### src/rtl/count_seq_pkg.sv
// rtl/count_seq_pkg.sv - shared types and default widths for the count sequencer
package count_seq_pkg;

  localparam int DEF_WIDTH  = 4;
  localparam int DEF_LOOP_W = 4;

  typedef enum logic [1:0] {
    UP_ONCE   = 2'b00,
    DOWN_ONCE = 2'b01,
    PINGPONG  = 2'b10,
    FREE_WRAP = 2'b11
  } mode_e;

  typedef enum logic [1:0] {
    IDLE     = 2'b00,
    RUN_UP   = 2'b01,
    RUN_DOWN = 2'b10
  } state_e;

endpackage

### src/rtl/count_seq_core.sv
// rtl/count_seq_core.sv - up/down count register with load, enable and direction
module count_seq_core #(
  parameter int WIDTH = 4
) (
  input  logic             clk,
  input  logic             reset,
  input  logic             load,
  input  logic [WIDTH-1:0] load_val,
  input  logic             en,
  input  logic             up,
  output logic [WIDTH-1:0] count
);

  logic [WIDTH-1:0] count_q;

  // Load has priority over stepping; the sequencer never asks for both at once.
  always_ff @(posedge clk) begin
    if (reset) begin
      count_q <= '0;
    end else if (load) begin
      count_q <= load_val;
    end else if (en) begin
      if (up) begin
        count_q <= count_q + WIDTH'(1);
      end else begin
        count_q <= count_q - WIDTH'(1);
      end
    end
  end

  assign count = count_q;

endmodule

### src/rtl/count_sequencer.sv
// rtl/count_sequencer.sv - job sequencer around the up/down count register; COUNT_SEQ_PAUSE_EN adds a pause input
module count_sequencer
  import count_seq_pkg::*;
#(
  parameter int WIDTH  = DEF_WIDTH,
  parameter int LOOP_W = DEF_LOOP_W
) (
  input  logic              clk,
  input  logic              reset,
  input  logic              start,
  input  logic              stop,
`ifdef COUNT_SEQ_PAUSE_EN
  input  logic              pause,
`endif
  input  logic [1:0]        mode,
  input  logic [WIDTH-1:0]  lo_lim,
  input  logic [WIDTH-1:0]  hi_lim,
  input  logic [LOOP_W-1:0] loops,
  output logic [WIDTH-1:0]  count,
  output logic              dir,
  output logic              busy,
  output logic              at_lim,
  output logic              done,
  output logic              cfg_err
);

`ifndef COUNT_SEQ_PAUSE_EN
  logic pause;
  assign pause = 1'b0;
`endif

  state_e            state, state_next;
  logic              dir_q, dir_next;
  logic [LOOP_W-1:0] loop_cnt, loop_next, loop_inc;
  logic              done_q, done_next;
  logic              cfg_err_q, cfg_err_next;
  logic              accept;

  // Job parameters captured at start so input changes mid-job have no effect.
  mode_e             mode_s;
  logic [WIDTH-1:0]  lo_s, hi_s;
  logic [LOOP_W-1:0] loops_s;

  logic              core_load, core_en, core_up;
  logic [WIDTH-1:0]  core_load_val;

  count_seq_core #(.WIDTH(WIDTH)) u_core (
    .clk      (clk),
    .reset    (reset),
    .load     (core_load),
    .load_val (core_load_val),
    .en       (core_en),
    .up       (core_up),
    .count    (count)
  );

  // State, direction, loop counter and the registered status pulses.
  always_ff @(posedge clk) begin
    if (reset) begin
      state     <= IDLE;
      dir_q     <= 1'b1;
      loop_cnt  <= '0;
      done_q    <= 1'b0;
      cfg_err_q <= 1'b0;
    end else begin
      state     <= state_next;
      dir_q     <= dir_next;
      loop_cnt  <= loop_next;
      done_q    <= done_next;
      cfg_err_q <= cfg_err_next;
    end
  end

  // Capture the job parameters on an accepted start.
  always_ff @(posedge clk) begin
    if (reset) begin
      mode_s  <= UP_ONCE;
      lo_s    <= '0;
      hi_s    <= '0;
      loops_s <= '0;
    end else if (accept) begin
      mode_s  <= mode_e'(mode);
      lo_s    <= lo_lim;
      hi_s    <= hi_lim;
      loops_s <= loops;
    end
  end

  // Next-state, count-register control and pulse generation.
  always_comb begin
    state_next    = state;
    dir_next      = dir_q;
    loop_next     = loop_cnt;
    loop_inc      = loop_cnt + LOOP_W'(1);
    done_next     = 1'b0;
    cfg_err_next  = 1'b0;
    accept        = 1'b0;
    core_load     = 1'b0;
    core_load_val = count;
    core_en       = 1'b0;
    core_up       = dir_q;

    case (state)
      IDLE: begin
        // stop wins over start in the same cycle, including config checking
        if (start && !stop) begin
          if (lo_lim < hi_lim) begin
            accept    = 1'b1;
            core_load = 1'b1;
            loop_next = '0;
            if (mode_e'(mode) == DOWN_ONCE) begin
              core_load_val = hi_lim;
              state_next    = RUN_DOWN;
              dir_next      = 1'b0;
            end else begin
              core_load_val = lo_lim;
              state_next    = RUN_UP;
              dir_next      = 1'b1;
            end
          end else begin
            cfg_err_next = 1'b1;
          end
        end
      end

      RUN_UP: begin
        if (stop) begin
          state_next = IDLE;
        end else if (!pause) begin
          if (count != hi_s) begin
            core_en = 1'b1;
            core_up = 1'b1;
          end else begin
            case (mode_s)
              PINGPONG: begin
                // turn around without dwelling on the upper limit
                state_next = RUN_DOWN;
                dir_next   = 1'b0;
                core_en    = 1'b1;
                core_up    = 1'b0;
              end
              FREE_WRAP: begin
                core_load     = 1'b1;
                core_load_val = lo_s;
              end
              default: begin
                state_next = IDLE;
                done_next  = 1'b1;
              end
            endcase
          end
        end
      end

      RUN_DOWN: begin
        if (stop) begin
          state_next = IDLE;
        end else if (!pause) begin
          if (count != lo_s) begin
            core_en = 1'b1;
            core_up = 1'b0;
          end else if (mode_s == PINGPONG) begin
            // one round trip finished; loops of 0 means run forever
            loop_next = loop_inc;
            if ((loops_s != '0) && (loop_inc == loops_s)) begin
              state_next = IDLE;
              done_next  = 1'b1;
            end else begin
              state_next = RUN_UP;
              dir_next   = 1'b1;
              core_en    = 1'b1;
              core_up    = 1'b1;
            end
          end else begin
            state_next = IDLE;
            done_next  = 1'b1;
          end
        end
      end

      default: begin
        state_next = IDLE;
      end
    endcase
  end

  assign busy    = (state != IDLE);
  assign dir     = dir_q;
  assign done    = done_q;
  assign cfg_err = cfg_err_q;
  assign at_lim  = ((state == RUN_UP) && (count == hi_s)) ||
                   ((state == RUN_DOWN) && (count == lo_s));

endmodule

### config.mk
export PLATFORM = sky130hd
export DESIGN_NAME = count_sequencer
export DESIGN_NICKNAME = d
export VERILOG_FILES = /design/src/rtl/count_seq_pkg.sv /design/src/rtl/count_seq_core.sv /design/src/rtl/count_sequencer.sv
export SDC_FILE = /design/constraint.sdc
export NUM_CORES = 1
export LEC_CHECK = 0
export BUFFER_PORTS_ARGS = -buffer_cell sky130_fd_sc_hd__buf_2
export CELL_PAD_IN_SITES_DETAIL_PLACEMENT = 0
export CELL_PAD_IN_SITES_GLOBAL_PLACEMENT = 2
export CORE_AREA = 10 10 90 92
export DETAILED_ROUTE_END_ITERATION = 8
export DIE_AREA = 0 0 100 102
export MAX_ROUTING_LAYER = met4
export PLACE_DENSITY_LB_ADDON = 0.1
export REMOVE_ABC_BUFFERS = 1
export SYNTH_ARGS = -nofsm -noshare
export SYNTH_HDL_FRONTEND = slang
export SYNTH_HIERARCHICAL = 1
export SYNTH_SLANG_ARGS = --single-unit
export TNS_END_PERCENT = 1
### constraint.sdc
create_clock -name clk -period 2.8 [get_ports clk]
set_input_delay 0.42 -clock clk [delete_from_list [all_inputs] [get_ports clk]]
set_output_delay 0.42 -clock clk [all_outputs]
set_load 0.005 [all_outputs]
* Yosys cells after proc, flatten, opt, wreduce, memory -nomap -nowiden
Index checks and enable logic that the tools add are counted. W data, S select, Z words.
Word-level totals: register bits after elaboration 27, bits of input ports 18, logic and storage cells 127
Cells by class: add/subtract/negate cells 3, order comparisons 1, equal/unequal tests 26, muxes and demuxes 67, bitwise gates (word level) 2, reduce and logical (&&, ||, !) cells 18
Operators with widths (count):
- $mux W4 | 14
- $mux W1 | 36
- $ne A3 B3 Y1 const B | 7
- $mux W2 | 8
- $pmux W4 S2 | 2
- $ne A2 B2 Y1 const B | 7
- $reduce_and A7 Y1 | 2
- $eq A4 B4 Y1 | 3
- $add A4 B1 Y4 const B | 2
- $ne A4 B4 Y1 | 2
- $pmux W1 S2 | 4
- $eq A2 B2 Y1 const B | 3
- $pmux W2 S3 | 1
- $reduce_and A6 Y1 | 1
- $reduce_bool A2 Y1 | 3
- $reduce_and A5 Y1 | 1
- $eq A2 B1 Y1 const B | 2
- $logic_and A1 B1 Y1 | 4
- $lt A4 B4 Y1 | 1
- $pmux W2 S2 | 1
- $reduce_bool A4 Y1 | 1
- $sub A4 B1 Y4 const B | 1
- $ne A3 B1 Y1 const B | 1
- $ne A3 B2 Y1 const B | 1
- 8 further kinds | 9

* Depth between registers and ports, before layout
word-level depth 11, mapped depth 12

* By module
The synthesis kept the hierarchy.
Modules (own cells, without submodules):
- count_sequencer | times used 1, cells each 213, area an instance 1576.5 um2, seq. area each 460.4 um2
- count_seq_core | times used 1, cells each 30, area an instance 295.3 um2, seq. area each 80.1 um2

* Least setup slack after synthesis
Ideal clock, no wire load.
path type reg2reg, start reg loop_cnt[0], end reg u_core.count_q[3], in the netlist u_core/count[3], arrival time 2.508 ns, data required time 2.677 ns, slack 0.169 ns, stages on the path, launching flop included 12, path buffers 0, cell sequence dfxtp_1 > nand3_1 > xor2_1 > mux2_2 > a211oi_1 > o21ai_0 > a21oi_1 > inv_1 > ha_1 > a21oi_1 > a2111oi_2 > a311o_2
On the way: word-level cells in the longest chain between the ends 11, elaborated cells between the ends (all ways) 18
RTL lines:
- start: declaration | line count_sequencer.sv:34 | logic [LOOP_W-1:0] loop_cnt, loop_next, loop_inc;
- start signal: assignment | line count_sequencer.sv:68 | loop_cnt <= loop_next;
- $add A4 B1 Y4 | line count_sequencer.sv:94 | loop_inc = loop_cnt + LOOP_W'(1);
- $eq A4 B4 Y1 | line count_sequencer.sv:165 | if ((loops_s != '0) && (loop_inc == loops_s)) begin
- $logic_and A1 B1 Y1 | line count_sequencer.sv:165
- $mux W1 (2 in series)
- $mux W1 | line count_sequencer.sv:159 | if (count != lo_s) begin
- $mux W1 | line count_sequencer.sv:156 | if (stop) begin
- $pmux W1 S2 | line count_sequencer.sv:103 | case (state)
- net core_up | line count_sequencer.sv:44 | logic core_load, core_en, core_up;
- $mux W4 | line count_seq_core.sv:23 | if (up) begin
- $mux W4 | line count_seq_core.sv:22 | end else if (en) begin
- $mux W4 | line count_seq_core.sv:20 | end else if (load) begin
- end signal: assignment | line count_seq_core.sv:21 | count_q <= load_val;
- end signal: assignment | line count_seq_core.sv:24 | count_q <= count_q + WIDTH'(1);
- end signal: assignment | line count_seq_core.sv:26 | count_q <= count_q - WIDTH'(1);
- end: declaration | line count_seq_core.sv:14 | logic [WIDTH-1:0] count_q;
The timed path passes the listed nets, and every way through them passes these cells. The select of a mux whose other input is x is not followed. A chain may end at the register's enable or synchronous reset.

* Worst setup path in the final report
start reg loop_cnt[1], end reg u_core.count_q[3], in the netlist u_core/count[3]
Same word-level chain as after synthesis.

==> out/summary.json <==
{
  "detailroute.via_count": 1815,
  "worst-path-max-fanout": 3,
  "basic_gate_share_of_the_synthesized_area_counting_and_or_nand_and_nor_cells_pct": 24.7,
  "grt_overflow_total": 0,
  "area_growth_syn_to_layout_pct": 22.0,
  "timing.final.crit_share_pct": 95.6,
  "tritoncts": "yes",
  "clk-insertion-delay-late_ns": 0.29,
  "powerDensity_nw_per_um2": 524,
  "timing.max_slew.rel_slack_pct": 57.1,
  "syn-mean-instance-area_um2": 7.70,
  "detail_route.drc_violations": 0,
  "ys_seq_elements": 27,
  "floorplan.die_area_um2": 10200,
  "holdWs_ns": 0.351,
  "post_synth_fa_ha_maj_area_fraction_pct": 7.75,
  "cts.sink_count": 27,
  "synth-main-ff-cell": "sky130_fd_sc_hd__dfxtp_1",
  "layout.nets": 315,
  "detail_route.wl_per_cell_um": 15.0,
  "vias_per_cell": 5.01,
  "compound_cell_area_share_of_the_yosys_netlist_pct": 22.0,
  "layout.cell_area.non_filler_um2": 2280,
  "grt_antenna_before_repair": 0,
  "cell_count_after_synthesis": 243,
  "combinational_family_with_the_most_area_after_synthesis": "simple AND/OR/NAND/NOR gates",
  "total_instance_count_after_detailed_placement": 358,
  "totalNegativeSetupSlack_ns": 0,
  "layout_min_cycle_time_ns": 2.68,
  "finalSetupViolations": 0,
  "postCtsSetupBuffers": 0,
  "cts_root_buffer": "sky130_fd_sc_hd__clkbuf_8",
  "maxClockFrequency_mhz": 374,
  "critPathLaunchType": "register",
  "grt_use_total_pct": 11.1,
  "rsz_0062_raised_after_global_routing": "false",
  "report.final.slew_viol_count": 0,
  "worst_setup_end_kind": "register",
  "data_arrival_time_of_the_critical_path_ns": 2.85,
  "routed_wl_um": 5440,
  "die_y_um": 102,
  "vias_in_the_first_global_route": 1850,
  "starting_density_of_the_core_pct": 29.8,
  "critPathLaunch": "loop_cnt[1]",
  "number_of_nets_with_antenna_violations_after_detailed_routing": 0,
  "drt_first_pass_iters": 4,
  "synth.mux.area_fraction_pct": 3.88,
  "layout-drive-gt1-share_pct": 24.9,
  "grt_max_degree": 32,
  "cts.htree.levels": 1,
  "min_path_type": "input port to register",
  "port_buffers": 26,
  "synth_cell_type_count": 49,
  "final_cell_count_no_fill": 362,
  "finalCoreUtilization_pct": 36.4,
  "status": "finished, final reports clean",
  "core-area_um2": 6280,
  "gp_congestion": 0.803,
  "capture_instance_of_the_worst_register_to_register_path": "u_core/count[3]",
  "p_leak_nw": 0.989,
  "worstReg2RegStart": "loop_cnt[1]",
  "synth-edff-count": 0,
  "clock_path_buffers": 2,
  "worst_ir_drop_on_vdd_mv": 0.208,
  "setup.worst_path.end": "u_core/count[3]",
  "finalHoldViolCount": 0,
  "synthXorXnorAreaFrac_pct": 7.49,
  "place_area_um2": 2220,
  "timing.setup.critical_path_class": "register to register",
  "synth.cell_area_um2": 1870,
  "number_of_buffers_inserted_during_clock_tree_synthesis": 3,
  "maxCapViolations": 0,
  "clk_transition_reported_paths_ns": 0.11,
  "async_reset_ff_share_pct": 0,
  "finalClockSkew_ns": 0.0117,
  "die-width_um": 100,
  "synthesis.yosys.warnings": 6,
  "yosysSeqAreaShare_pct": 28.9,
  "timing.critical_path.required_ns": 2.97,
  "num_antenna_cells": 0,
  "ioPinCount": 27,
  "worst_pin_slew_ns": 0.643,
  "num_rows": 29,
  "r2r.worst_path.cells": 11,
  "grt_first_pass_wirelength_um": 8890,
  "dp_hpwl_um": 4320,
  "reg2reg_setup_slack_ns": 0.12,
  "dr.first_iter.drc_count": 82
}
## worst max-delay path: stages, from the launching register on
cell                        delay (ns)
sky130_fd_sc_hd__dfxtp_2          0.36
sky130_fd_sc_hd__nand3_1          0.11
sky130_fd_sc_hd__xor2_1           0.18
sky130_fd_sc_hd__mux2_2           0.37
sky130_fd_sc_hd__a211oi_2         0.23
sky130_fd_sc_hd__o21ai_1          0.09
sky130_fd_sc_hd__a21oi_2          0.21
sky130_fd_sc_hd__inv_2            0.08
sky130_fd_sc_hd__ha_1             0.33
sky130_fd_sc_hd__a21oi_2          0.19
sky130_fd_sc_hd__a2111oi_2        0.09
sky130_fd_sc_hd__a311o_2          0.32
## cell families after synthesis
family | after synthesis
xor+xnor | 16
compound gates | 64
simple gates | 94
fa+ha+maj | 11
flops | 27
buf+inv | 24
mux | 7
## how the worst min path moves through the flow
stage | start | endpoint | slack, ns | cells after the start
2_1_floorplan | mode_s[0] | mode_s[0] | 0.44 | 2
3_3_place_gp | loops_s[0] | loops_s[0] | 0.46 | 2
3_5_place_dp | loops_s[0] | loops_s[0] | 0.47 | 2
4_1_cts | loops[1] | loops_s[1] | 0.34 | 3
5_1_grt | loops[1] | loops_s[1] | 0.34 | 3
6_report | loops[3] | loops_s[3] | 0.35 | 3
## routing by layer
| layer | vias up | GRT usage (%) | routed length, um |
|---|---|---|---|
| li1 | 926 | - | - |
| met1 | 861 | 12.3 | 2470 |
| met3 | 5 | 1.55 | 97 |
| met2 | 23 | 20.3 | 2820 |
| met4 | 0 | 2.93 | 53 |
| met5 | - | - | 0 |
## power by group
| group | switching [mW] | internal [mW] |
|---|---|---|
| Combinational | 0.294 | 0.224 |
| Sequential | 0.0231 | 0.410 |
| Clock | 0.141 | 0.105 |
| Total | 0.459 | 0.739 |
## layout by cell type (no fill, tap or decap), types with 2 or more instances in the layout
cell                        n
sky130_fd_sc_hd__a211oi_2   2
sky130_fd_sc_hd__a21oi_1   29
sky130_fd_sc_hd__a21oi_2    2
sky130_fd_sc_hd__buf_2     26
sky130_fd_sc_hd__buf_4     22
sky130_fd_sc_hd__clkbuf_8   3
sky130_fd_sc_hd__dfxtp_1   24
sky130_fd_sc_hd__dfxtp_2    3
sky130_fd_sc_hd__ha_1      10
sky130_fd_sc_hd__inv_1     13
sky130_fd_sc_hd__mux2_2     2
sky130_fd_sc_hd__mux2i_1    5
sky130_fd_sc_hd__nand2_1   37
sky130_fd_sc_hd__nand2b_1   5
sky130_fd_sc_hd__nand3_1    5
sky130_fd_sc_hd__nand3b_1   2
sky130_fd_sc_hd__nor2_1    28
sky130_fd_sc_hd__nor3_1     4
sky130_fd_sc_hd__nor3b_1    3
sky130_fd_sc_hd__nor4_4     2
sky130_fd_sc_hd__o21ai_0    8
sky130_fd_sc_hd__o221ai_1   4
sky130_fd_sc_hd__o22a_1     2
sky130_fd_sc_hd__o22ai_1    2
sky130_fd_sc_hd__xnor2_1    5
sky130_fd_sc_hd__xor2_1    11
## state kept, by name (all words and copies together), names as in the netlist
register,count
done,1
loops_s,4
hi_s,4
dir,1
lo_s,4
mode_s,2
cfg_err,1
u_core/count,4
state,2
loop_cnt,4
## synth_stat cells (all sizes together), types with 3 or more instances
cell	number	area, um2
nand3	5	25.0
nor2	29	111
o221ai	4	35.0
nand2b	5	31.3
clkbuf	6	22.5
dfxtp	27	541
buf	4	23.8
ha	10	125
nand2	37	139
mux2i	5	50.1
xnor2	5	43.8
o21ai	9	45.0
xor2	11	96.3
inv	14	52.6
nor3	4	20.0
a21oi	31	155
nor3b	3	22.5
## layout make-up
type / instances / area (um2)
inverter: 14 / 52.6
timing repair buffer: 48 / 295
clock inverter: 1 / 8.76
clock buffer: 3 / 41.3
multi-input combinational: 192 / 1240
tap: 77 / 96.3
fill: 718 / 3990
sequential: 27 / 544
## timing repair
action / CTS / global route
resized for setup: 1 / 7
setup endpoints to repair: 2 / 3
pin swaps: 1 / 3
hold buffers: 0 / 0
## stage by stage
step	power (mW)	setup WS, ns
finish	1.20	0.124
global route	1.29	0.00897
CTS	1.22	0.0104
detailed placement	0.953	-0.0229
global placement	0.960	0.0400
floorplan	0.753	0.169
(Power assumes the default switching activity.)
